==> config.mk <==
export PLATFORM = sky130hd
export DESIGN_NAME = bcd_7seg_scan
export DESIGN_NICKNAME = d
export VERILOG_FILES = /design/src/rtl/bcd_7seg_scan.sv
export SDC_FILE = /design/constraint.sdc
export NUM_CORES = 1
export LEC_CHECK = 0
export ABC_AREA = 1
export CAP_MARGIN = 0
export CORE_ASPECT_RATIO = 0.8
export CORE_MARGIN = 1
export CORE_UTILIZATION = 39
export CTS_CLUSTER_DIAMETER = 200
export DETAILED_ROUTE_END_ITERATION = 6
export PLACE_DENSITY = 0.63
export SLEW_MARGIN = 20
export SYNTH_ARGS = -nofsm -noshare
export SYNTH_HDL_FRONTEND = slang
export SYNTH_SLANG_ARGS = --single-unit
==> constraint.sdc <==
create_clock -name clk -period 2.2 [get_ports clk]
set_input_delay 0.33 -clock clk [delete_from_list [all_inputs] [get_ports clk]]
set_output_delay 0.33 -clock clk [all_outputs]
set_load 0.05 [all_outputs]
==> src/rtl/bcd_7seg_scan.sv <==
// Multiplexed 7-segment driver for packed BCD words, committed to the display only at frame wrap.
// Latency: seg/an trail idx/shadow by 1 clk; backpressure: none, load is always accepted (last wins).
module bcd_7seg_scan #(
  parameter int NDIG           = 3,
  parameter int CLK_DIV        = 50000,
  parameter int SEG_ACTIVE_LOW = 1,
  parameter int BLANK_LZ       = 1
) (
  input  logic              clk,
  input  logic              rst_n,
  input  logic [4*NDIG-1:0] bcd_in,
  input  logic              load,
  output logic [6:0]        seg,
  output logic [NDIG-1:0]   an,
  output logic              pending,
  output logic              frame_done
);

  localparam int DW = (CLK_DIV > 1) ? $clog2(CLK_DIV) : 1;
  localparam int IW = (NDIG > 1) ? $clog2(NDIG) : 1;
  localparam logic [6:0] SEG_OFF = (SEG_ACTIVE_LOW != 0) ? 7'h7f : 7'h00;

  logic [DW-1:0]     div_cnt;
  logic [IW-1:0]     idx;
  logic [4*NDIG-1:0] stage;
  logic [4*NDIG-1:0] shadow;

  logic              tick;
  logic              wrap;
  logic [NDIG-1:0]   blank;
  logic              zrun;
  logic [3:0]        cur_dig;
  logic              cur_blank;
  logic [6:0]        lit;
  logic [6:0]        seg_nxt;
  logic [NDIG-1:0]   an_nxt;

  // Lit pattern {g,f,e,d,c,b,a}; non-decimal nibbles show a dash.
  function automatic logic [6:0] dec7(input logic [3:0] d);
    logic [6:0] r;
    case (d)
      4'd0:    r = 7'b0111111;
      4'd1:    r = 7'b0000110;
      4'd2:    r = 7'b1011011;
      4'd3:    r = 7'b1001111;
      4'd4:    r = 7'b1100110;
      4'd5:    r = 7'b1101101;
      4'd6:    r = 7'b1111101;
      4'd7:    r = 7'b0000111;
      4'd8:    r = 7'b1111111;
      4'd9:    r = 7'b1101111;
      default: r = 7'b1000000;
    endcase
    return r;
  endfunction

  assign tick = (div_cnt == DW'(CLK_DIV - 1));
  assign wrap = tick && (idx == IW'(NDIG - 1));

  // Scan from the top digit down: a digit blanks while everything above it is still zero.
  always_comb begin
    blank = '0;
    zrun  = 1'b1;
    for (int k = NDIG - 1; k >= 0; k--) begin
      zrun = zrun && (shadow[4*k +: 4] == 4'd0);
      blank[k] = (BLANK_LZ != 0) && (k != 0) && zrun;
    end
  end

  always_comb begin
    cur_dig   = 4'd0;
    cur_blank = 1'b0;
    for (int k = 0; k < NDIG; k++) begin
      if (idx == IW'(k)) begin
        cur_dig   = shadow[4*k +: 4];
        cur_blank = blank[k];
      end
    end
  end

  always_comb begin
    lit     = dec7(cur_dig);
    seg_nxt = SEG_OFF;
    an_nxt  = '1;
    if (!cur_blank) begin
      seg_nxt = (SEG_ACTIVE_LOW != 0) ? ~lit : lit;
      an_nxt  = ~(NDIG'(1) << idx);
    end
  end

  always_ff @(posedge clk) begin
    if (!rst_n) begin
      div_cnt    <= '0;
      idx        <= '0;
      stage      <= '0;
      shadow     <= '0;
      pending    <= 1'b0;
      frame_done <= 1'b0;
      seg        <= SEG_OFF;
      an         <= '1;
    end else begin
      div_cnt    <= tick ? '0 : div_cnt + 1'b1;
      frame_done <= wrap;
      if (tick) begin
        idx <= wrap ? '0 : idx + 1'b1;
      end
      // A load landing on the wrap tick skips staging and shows from digit 0 of the next frame.
      if (wrap) begin
        if (load) begin
          shadow  <= bcd_in;
          stage   <= bcd_in;
          pending <= 1'b0;
        end else if (pending) begin
          shadow  <= stage;
          pending <= 1'b0;
        end
      end else if (load) begin
        stage   <= bcd_in;
        pending <= 1'b1;
      end
      seg <= seg_nxt;
      an  <= an_nxt;
    end
  end

endmodule
# == After elaboration in Yosys (flattened, before gate mapping) ==
# Memories as Yosys holds them, arrays and structs flattened.
# Index checks and enable logic that the tools add are counted.
# word_totals
ff_bits,54
mem_bits_ro,112
input_bits,15
out_inout_bits,12
mem_count,1
# classes
n_addsub,2
eq_ne,3
shift,1
muxes,8
bitwise_logic,3
reduce_logical,10
# memory_table
name,depth,width,rd,rd_ports_with_merged_regs,write_ports,line_no,source
(name not given),16,7,1,0,0,41,case (d)
# op_table
cell,n
12-bit two-way mux,2
16-bit by 1-bit adder with 16-bit output (second input constant),1
16-bit == test (second input constant),1
4-bit two-way mux,3
4-bit logical NOT,2
7-bit inverter,1
2-bit OR reduction,3
3-bit inverter,1
1-bit by 2-bit left shift with 3-bit output (first input constant),1
2-bit by 1-bit adder with 2-bit output (second input constant),1
2-bit by 1-bit == test with 1-bit output (second input constant),1
2-bit == test (second input constant),1
1-bit logical AND,2
2-bit logical NOT,1
1-bit two-way mux,2
2-bit two-way mux,1
2-bit AND reduction,1
2-bit nonzero test,1
1-bit inverter,1

# == Depth between registers and ports, before layout ==
# Gate-level depths: netlist of the first run.
# An unclocked memory read counts as a cell.
# logic_depth
ltp_word,6
depth_mapped,11
mapped_depth_nobuf,11

# == Worst setup path after synthesis of the first run ==
# Ideal clock, no wire load.
# synth_timing
kind,register to register
start,register idx[1]
end,register seg[3]
setup_ns,0.131
t_arrival_ns,1.618
required_time_ns,2.069
slack_ns,0.451
stages_incl_launch_ff,11
n_path_buf,0
path_cell_list,dfxtp_1 > inv_2 > nor2_4 > inv_2 > or2_0 > nand3_2 > inv_1 > ha_1 > or2_1 > nand2_1 > nand3_1
# synth_between
elab_chain_len,6
word_cells_on_any_way,11
cone_classes,eq/ne (2); mux (5); bitwise (1); reduce/logical (2); memory (1)
# synth_rtl
element,line_no,source
"start, declared",24,logic [IW-1:0] idx;
"start signal, assigned",105,idx <= wrap ? '0 : idx + 1'b1;
2-bit logical NOT,74,if (idx == IW'(k)) begin
4-bit two-way mux (3 in a row),74,
memory read 16 x 7 bit,--,
7-bit inverter,86,seg_nxt = (SEG_ACTIVE_LOW != 0) ? ~lit : lit;
"end signal, assigned",121,seg <= seg_nxt;
"end, declared",13,"output logic [6:0] seg,"
# Several ways; a longest one is shown, not always the timed one.
# A chain may end at the register's enable or synchronous reset.

# == Worst setup path in the final report of the first run ==
# Same ends and word-level chain as after synthesis.

==> impl_metrics.py, run 1 <==
metrics = {
    "layout": {
        "n_antenna_cell": 0,
        "nets": 378,
        "final_core_utilization_pct": 47.7,
        "final_area_mm2": 0.00285,
        "drive_gt1_share_pct": 9.78,
        "area_growth_pct": 17.4,
        "fill_cells": 623,
    },
    "pwr": {
        "internal-power_mw": 1.28,
        "seqPwrFrac_pct": 59.3,
        "pwr-share-clk_pct": 32.4,
        "leakage_nw": 1.11,
        "power_switching_uw": 422,
        "power_frac_comb_pct": 8.4,
        "power_density_mw_per_mm2": 597,
        "switching_share_pct": 24.8,
        "vdd_drop_max_uv": 309,
    },
    "timing": {
        "drv_slew": 0,
        "finalHoldViolCount": 0,
        "period_share_pct": 83.6,
        "setup_tns_ns": 0,
        "setup_viol": 0,
        "rsz0062_at_grt": "no",
        "fmax_mhz": 543,
        "finClkSkew_ns": 0.00702,
        "period_minus_slack_ns": 1.84,
        "relSlewSlack_pct": 67.0,
        "fin_ws_ns": 0.360,
        "worstMarginPinSlew_ns": 0.493,
    },
    "hold_path": {
        "hp-class": "reg2reg",
    },
    "setup_path": {
        "worstPathMaxFanout": 6,
        "cp.arrival_ns": 2.03,
        "cp_top_family": "simple AND/OR/NAND/NOR gates",
        "crit_top_cell": "inv_2",
        "slowest_delay_ns": 0.41,
        "cpMaxStageDelayCell": "dfxtp_1",
        "crit_type": "reg2reg",
        "cp_cell_sequence": "inv_2 -> nor2_4 -> inv_2 -> or2_0 -> nand3_2 -> inv_1 -> ha_1 -> or2_1 -> nand2_1 -> nand3_1",
        "cp-start-kind": "flip-flop",
        "worstPathRequired_ns": 2.39,
        "cp_num_buf_inv": 3,
        "crit_path_end_kind": "flip-flop",
    },
    "route": {
        "via_per_inst": 4.82,
        "drtPass1Iterations": 4,
        "num_vias": 2118,
        "drc_errors": 0,
        "wire_per_inst_um": 11.1,
        "routed_wirelength_um": 4880,
        "ant_nets": 0,
        "first_iter_violations": 99,
    },
    "logic_synthesis": {
        "synth_nets": 351,
        "synth-xor-area-share_pct": 1.08,
        "synth_cell_types": 28,
        "syn-instance-count": 330,
        "ys_ff_latch": 54,
        "syn-cell-area_mm2": 0.00243,
        "synth_top_family_by_area": "simple AND/OR/NAND/NOR gates",
        "synth_top_area_cell": "dfxtp_1",
        "ys_warn_count": 0,
        "yosys-top-cells-area": "dfxtp_1 (44%), nand2_1 (14%), a21oi_1 (7.8%)",
        "synth_area_per_cell_um2": 7.36,
        "yosys.area_share.adder_pct": 3.09,
        "synth_top_area_share_pct": 44.5,
        "synthMuxAreaShare_pct": 0,
        "yosys.area_share.simple_pct": 33.9,
        "synth_compound_area_share_pct": 10.2,
        "synth_seq_area_share_pct": 44.5,
    },
    "global_routing": {
        "grt_max_degree": 18,
        "grt_antenna_before_repair": 0,
        "grt_pass1_wl_um": 8580,
        "grt_remaining_overflow": 0,
        "track_usage_pct": 16.1,
        "first_global_vias": 1899,
    },
    "die": {
        "dieArea_mm2": 0.00655,
        "die_h_um": 72.6,
        "initial_utilization_pct": 40.7,
        "rows": 25,
        "design.core.area_mm2": 0.00597,
        "ios": 27,
        "die_w_um": 90.3,
    },
    "clocking": {
        "cts_hold_buf": 0,
        "clock_sinks": 54,
        "worstSkewPairLatency_ns": 0.31,
        "clock_path_buffers": 2,
        "post_cts_buffers": 0,
        "cts_resized": 0,
        "htreeDepth": 2,
        "cts_tree": "built",
        "root_buffer": "clkbuf_8",
        "clk_pin_slew_worst_paths_ns": 0.10,
        "cts_buffers": 5,
    },
    "job": {
        "maxCapViolations": 0,
    },
    "placement": {
        "port_buffers": 26,
        "place.gp.congestion": 0.860,
        "place_ws_ns": 0.364,
        "dpl_cell_area_mm2": 0.00276,
        "dp_hpwl_um": 3630,
    },
    "status": {
        "status": "complete, no violations",
    },
}
[cells in the mapped netlist, drive strengths merged]
cell	instances
a21oi	39
buf	7
clkbuf	3
dfxtp	54
ha	6
inv	31
nand2	96
nand3	23
nand4	17
nor2	27
nor3	8
nor4	1
o21ai	10
or2	5
xor2	3
[worst paths after layout]
check | startpoint | end | slack (ns) | depth (start not counted)
setup / recovery | idx[1] | seg[3] | 0.36 | 10
hold reg to reg | div_cnt[0] | div_cnt[0] | 0.45 | 1
hold / removal | div_cnt[0] | div_cnt[0] | 0.45 | 1
setup reg to reg | idx[1] | seg[3] | 0.36 | 10
[power groups by stage]
stage,clock [mW],combinational [mW],sequential (mW)
floorplan,0,0.0571,1.06
global placement,0,0.142,1.03
detailed placement,0,0.143,1.03
CTS,0.578,0.143,1.01
global route,0.612,0.158,1.01
finish,0.552,0.142,1.01
[cells in the final DEF, fill, tap and decap left out, drive strengths merged]
master	Yosys	final
nor4	1	1
nand4	17	17
nor3	8	8
nand3	23	23
or2	5	5
clkinvlp	0	1
ha	6	6
buf	7	4
o21ai	10	10
dfxtp	54	54
nor2	27	27
nand2	96	96
a21oi	39	39
clkbuf	3	5
clkinv	0	2
clkdlybuf4s50	0	26
inv	31	31
xor2	3	3
[layer usage]
metal	global-route usage [%]	vias up	wire, um
li1	-	1131	-
met2	23.7	51	1960
met1	23.9	929	2660
met5	0	-	0
met4	4.30	0	53
met3	3.23	7	202
[through the flow]
| stage | instances | hold WS [ns] | power, mW |
|---|---|---|---|
| after detailed placement | 431 | 0.446 | 1.18 |
| after global placement | 431 | 0.431 | 1.17 |
| after CTS | 439 | 0.458 | 1.73 |
| after global routing | 439 | 0.477 | 1.78 |
| final | 439 | 0.455 | 1.70 |
| after floorplan | 330 | 0.417 | 1.12 |
[logic make-up (layout without fill, tap and decap cells)]
family                   count (synthesis)  count (layout)
buffers and inverters                   41              69
AO/OA/AOI/OAI                           49              49
XOR/XNOR                                 3               3
AND/OR/NAND/NOR                        177             177
flip-flops                              54              54
adder cells (fa/ha/maj)                  6               6
[final cells by class]
class	instances	area, um^2	share of cell area [%]
Multi-Input combinational cell	235	1170	41.1
Clock buffer	5	68.8	2.41
Clock inverter	3	21.3	0.746
Inverter	31	116	4.08
Sequential cell	54	1080	37.9
Timing Repair Buffer	30	290	10.2
Tap cell	81	101	3.55
[state kept, by name, indices dropped and copies added, names as in the netlist]
signal,flops
div_cnt,16
shadow,12
stage,12
seg,7
an,3
idx,2
frame_done,1
pending,1
Power figures use the tool's default switching activity.
==> run 2: changes to the inputs <==
==> constraint.sdc (replaced) <==
create_clock -name clk -period 1.9 [get_ports clk]
set_input_delay 0.285 -clock clk [delete_from_list [all_inputs] [get_ports clk]]
set_output_delay 0.285 -clock clk [all_outputs]
set_load 0.05 [all_outputs]
==> impl_metrics.py, run 2 (synthesis gave the netlist of run 1 again) <==
metrics = {
    "status": {
        "status": "complete, no violations",
    },
    "route": {
        "wl_met3_um": 257,
        "first_iter_violations": 98,
        "ant_nets": 0,
        "num_vias": 2097,
        "drc_errors": 0,
        "top_layer_used": "met4",
        "drtPass1Iterations": 4,
        "wire_per_inst_um": 11.2,
        "routed_wirelength_um": 4970,
        "met2_length_um": 2010,
        "via_per_inst": 4.74,
        "wl_met1_um": 2650,
    },
    "global_routing": {
        "first_global_vias": 1896,
        "track_usage_pct": 16.4,
        "grt_remaining_overflow": 0,
        "grt_max_degree": 28,
        "grt_antenna_before_repair": 0,
        "grt_pass1_wl_um": 8580,
    },
    "layout": {
        "reg_top3": "div_cnt: 16 flops, shadow: 12 flops, stage: 12 flops",
        "regMostFlops": "div_cnt",
        "n_antenna_cell": 0,
        "nets": 381,
        "drive_gt1_share_pct": 11.1,
        "mostFrequentLayoutCells": "nand2_1 (92), dfxtp_1 (52), a21oi_1 (38)",
        "largest_register_ffs": 16,
        "fill_cells": 596,
        "layout_commonest_cell": "nand2_1",
        "final_core_utilization_pct": 48.3,
        "area_growth_pct": 18.7,
    },
    "clocking": {
        "clk_pin_slew_worst_paths_ns": 0.11,
        "cts_resized": 0,
        "htreeDepth": 2,
        "root_buffer": "clkbuf_8",
        "clock_path_buffers": 2,
        "cts_hold_buf": 0,
        "clock_sinks": 54,
        "cts_buffers": 5,
        "worstSkewPairLatency_ns": 0.32,
        "cts_tree": "built",
        "post_cts_buffers": 0,
    },
    "die": {
        "initial_utilization_pct": 40.7,
        "die_w_um": 90.3,
        "design.core.area_mm2": 0.00597,
        "die_h_um": 72.6,
        "ios": 27,
        "dieArea_mm2": 0.00655,
        "rows": 25,
    },
    "placement": {
        "place.gp.congestion": 0.876,
        "dp_hpwl_um": 3610,
        "port_buffers": 26,
    },
    "pwr": {
        "vdd_drop_max_uv": 353,
        "power_density_mw_per_mm2": 705,
        "leakage_nw": 1.14,
    },
    "hold_path": {
        "hp-class": "reg2reg",
    },
    "setup_path": {
        "crit_path_end_kind": "primary output",
        "cp_num_buf_inv": 1,
        "cp.arrival_ns": 1.47,
        "cp_cell_sequence": "clkdlybuf4s50_1",
        "cpMaxStageDelayCell": "clkdlybuf4s50_1",
        "r2r_slack_ns": 0.17,
        "cp-start-kind": "flip-flop",
        "slowest_delay_ns": 0.81,
        "crit_type": "reg2out",
        "cp_top_family": "buffers and inverters",
        "worstPathMaxFanout": 2,
        "worstPathRequired_ns": 1.62,
    },
    "timing": {
        "rsz0062_at_grt": "no",
        "relSlewSlack_pct": 66.6,
        "period_minus_slack_ns": 1.75,
        "fmax_mhz": 570,
        "finalHoldViolCount": 0,
        "worstMarginPinSlew_ns": 0.499,
        "finClkSkew_ns": 0.00659,
        "setup_viol": 0,
        "setup_tns_ns": 0,
        "period_share_pct": 92.3,
        "drv_slew": 0,
    },
    "job": {
        "maxCapViolations": 0,
    },
}
[run 2: routing by layer]
layer | track usage [%] | vias to the layer above
li1 | - | 1135
met1 | 23.2 | 899
met2 | 24.9 | 58
met3 | 3.33 | 5
met4 | 6.09 | 0
met5 | 0 | -
[run 2: final cells by class]
| type | count | area (um^2) | share of cell area, % |
|---|---|---|---|
| multi-input combinational | 235 | 1170 | 40.7 |
| sequential | 54 | 1080 | 37.6 |
| timing repair buffer | 33 | 313 | 10.8 |
| inverter | 31 | 116 | 4.03 |
| tap | 81 | 101 | 3.51 |
| clock buffer | 5 | 68.8 | 2.39 |
| clock inverter | 3 | 28.8 | 0.997 |
[run 2: path summary, 6_finish.rpt]
check / end / depth (start not counted) / from
worst max-delay path: pending / 1 / pending
worst min-delay path: div_cnt[0] / 1 / div_cnt[0]
worst max register to register: seg[3] / 10 / idx[1]
worst min register to register: div_cnt[0] / 1 / div_cnt[0]
[run 2: report_power, final]
part / internal (mW) / switching (mW) / leakage [nW]
clock network: 0.277 / 0.425 / 0.0506
registers: 1.16 / 0.00920 / 0.442
logic: 0.0645 / 0.0977 / 0.643
total: 1.50 / 0.532 / 1.14
[run 2: metrics by stage]
| stage | power, mW | worst slack [ns] | std cells | cell area (um^2) | hold WS (ns) |
|---|---|---|---|---|---|
| floorplan | 1.29 | 0.151 | 330 | 2430 | 0.411 |
| global placement | 1.36 | 0.204 | 434 | 2790 | 0.432 |
| detailed placement | 1.36 | 0.155 | 434 | 2790 | 0.442 |
| CTS | 2.06 | 0.132 | 442 | 2880 | 0.457 |
| global route | 2.12 | 0.0412 | 442 | 2890 | 0.493 |
| finish | 2.03 | 0.146 | 442 | 2890 | 0.459 |
[run 2: worst reg2reg max path, delay by kind of cell (launching register included)]
| family | cells | cell delay, ns |
|---|---|---|
| simple gates | 6 | 0.80 |
| flops | 1 | 0.38 |
| fa+ha+maj | 1 | 0.25 |
| buf+inv | 3 | 0.18 |
==> variant: new RTL, config.mk and constraints of run 2 <==
Make the reset (`rst_n`) asynchronous in one clocked block.
--- a/src/rtl/bcd_7seg_scan.sv
+++ b/src/rtl/bcd_7seg_scan.sv
@@ -89,5 +89,5 @@
   end
 
-  always_ff @(posedge clk) begin
+  always_ff @(posedge clk or negedge rst_n) begin
     if (!rst_n) begin
       div_cnt    <= '0;
Function: differs if rst_n is asserted again (counterexample within 4 cycles, from zero or initial values and one cycle with rst_n low); with rst_n held inactive, the same outputs for 10 cycles.
==> variant against run 2 <==
  * Worst setup slack worse by 0.0084 ns
  * Synthesized area up 8.8%
  * Critical path type unchanged
  * Total power up 1.7%
  * Cell area up 7.7%
  * Largest power group unchanged
  * Sequential cell count unchanged
  * Hold slack worse by 0.0052 ns
  * Global-route usage up 0.84 points
  * Routed wire length up 7.8%
==> variant: results (changes against run 2) <==
{
  "outcome": {"value": "finished, final reports clean"},
  "grt_start_max_net_pins": {"value": 21, "change": "-25%"},
  "power.ir.vdd_worst": {"value": 0.343, "unit": "mV", "change": "-2.9%"},
  "final_net_count": {"value": 385, "change": "+1.0%"},
  "leakagePower": {"value": 1.64, "unit": "nW", "change": "+44%"},
  "synth_seq_area_share": {"value": 51.6, "unit": "%", "change": "+7.1 points"},
  "routed_wl": {"value": 5360, "unit": "microns", "change": "+7.8%"},
  "drive_gt1_share": {"value": 12.9, "unit": "%", "change": "+1.8 points"},
  "synthTopCellsByArea": {"value": "dfrtp_1 (42%), nand2_1 (16%), dfstp_2 (9.9%)"},
  "dominantRegCellSynth": {"value": "dfrtp_1"},
  "fin_skew": {"value": 0.00801, "unit": "ns", "change": "+0.00143 ns"},
  "worst_hold_path_type": {"value": "in2async"},
  "min_period_over_period": {"value": 92.7, "unit": "%", "change": "+0.44 points"},
  "post_synth_num_cell_types": {"value": 24, "change": "-14%"},
  "fillers": {"value": 634, "change": "+6.4%"},
  "post-dp-hpwl": {"value": 4110, "unit": "microns", "change": "+14%"},
  "place_ws": {"value": 0.168, "unit": "ns", "change": "+0.0130 ns"},
  "most_instantiated_cells_after_synthesis": {"value": "nand2_1 (115), dfrtp_1 (44), inv_1 (39)"},
  "number_of_global_route_vias_before_repair": {"value": 1943, "change": "+2.5%"},
  "grt_pass1_wl": {"value": 9250, "unit": "microns", "change": "+7.9%"},
  "place.gp.congestion": {"value": 0.820, "change": "-6.4%"},
  "syn_avg_cell_area": {"value": 7.99, "unit": "sq um", "change": "+8.5%"},
  "vias_per_cell": {"value": 4.64, "change": "-2.2%"},
  "layoutNonFillerInstCount": {"value": 449, "change": "+1.6%"},
  "placed_cells_incl_taps": {"value": 440, "change": "+1.4%"},
  "track_usage": {"value": 17.2, "unit": "%", "change": "+0.84 points"},
  "async_flop_share": {"value": 100, "unit": "%", "change": "+100 points"}
}
==> variant: logic make-up (layout without fill, tap and decap cells) <==
group | after synthesis | in the layout | share of synthesized area [%]
DFF | 54 | 54 | 51.6
adders and majority gates | 6 | 6 | 2.84
buffers and inverters | 48 | 82 | 7.71
and+or+nand+nor | 206 | 206 | 33.7
xor gates and xnor gates | 6 | 6 | 1.99
AOI/OAI and AO/OA | 11 | 11 | 2.18
==> variant: area by class of cell <==
class | count | share of cell area [%]
repair buffers | 34 | 9.42
multi-input cells | 229 | 34.7
clock inverters | 3 | 1.53
clock buffers | 5 | 2.22
flip-flops and latches | 54 | 43.9
well taps | 84 | 3.38
inverters | 40 | 4.83
==> variant: power by group <==
part           switching (mW)  leakage, nW  internal [mW]  total (mW)
Combinational          0.0545        0.902         0.0410      0.0955
Sequential            0.00594        0.677           1.17        1.18
Clock                   0.395       0.0587          0.400       0.795
Total                   0.455         1.64           1.61        2.07
==> variant: repair_timing <==
action,CTS,global route
endpoints found under the hold margin,15,0
endpoints found under the setup margin,0,4
hold buffers,1,0
setup buffers,0,0
gates resized for setup,0,1
==> variant: metal layers <==
metal	share of wire, %	vias up	global-route usage (%)	wire, microns
met5	0	-	0	0
met4	0.97	0	4.62	52
met3	5.1	7	3.39	274
met2	40	50	24.5	2130
met1	54	930	26.7	2900
li1	-	1097	-	-
==> variant: path summary, 6_finish.rpt <==
path | from | end | cells after the start
max | pending | pending | 1
min | rst_n | shadow[11] | 2
max reg2reg | idx[0] | seg[3] | 9
min reg2reg | stage[3] | stage[3] | 2
max in group asynchronous | rst_n | an[2] | 3
min in group clk | stage[3] | stage[3] | 2
==> variant: worst register-to-register path: cells and delay by family, from the launching register on <==
family | cells | cell delay (ns)
flops | 1 | 0.47
fa+ha+maj | 1 | 0.28
simple gates | 6 | 0.71
buf+inv | 2 | 0.15
==> variant: per-stage QoR <==
stage	cell area [sq um]	hold WS [ns]	util [%]	total power [mW]
after floorplan	2640	-0.0106	-	1.23
after global placement	2980	0.269	46.0	1.29
after detailed placement	2980	0.272	46.0	1.30
final	3110	0.454	48.0	2.07
after global routing	3110	0.488	48.0	2.16
after CTS	3100	0.461	48.0	2.11
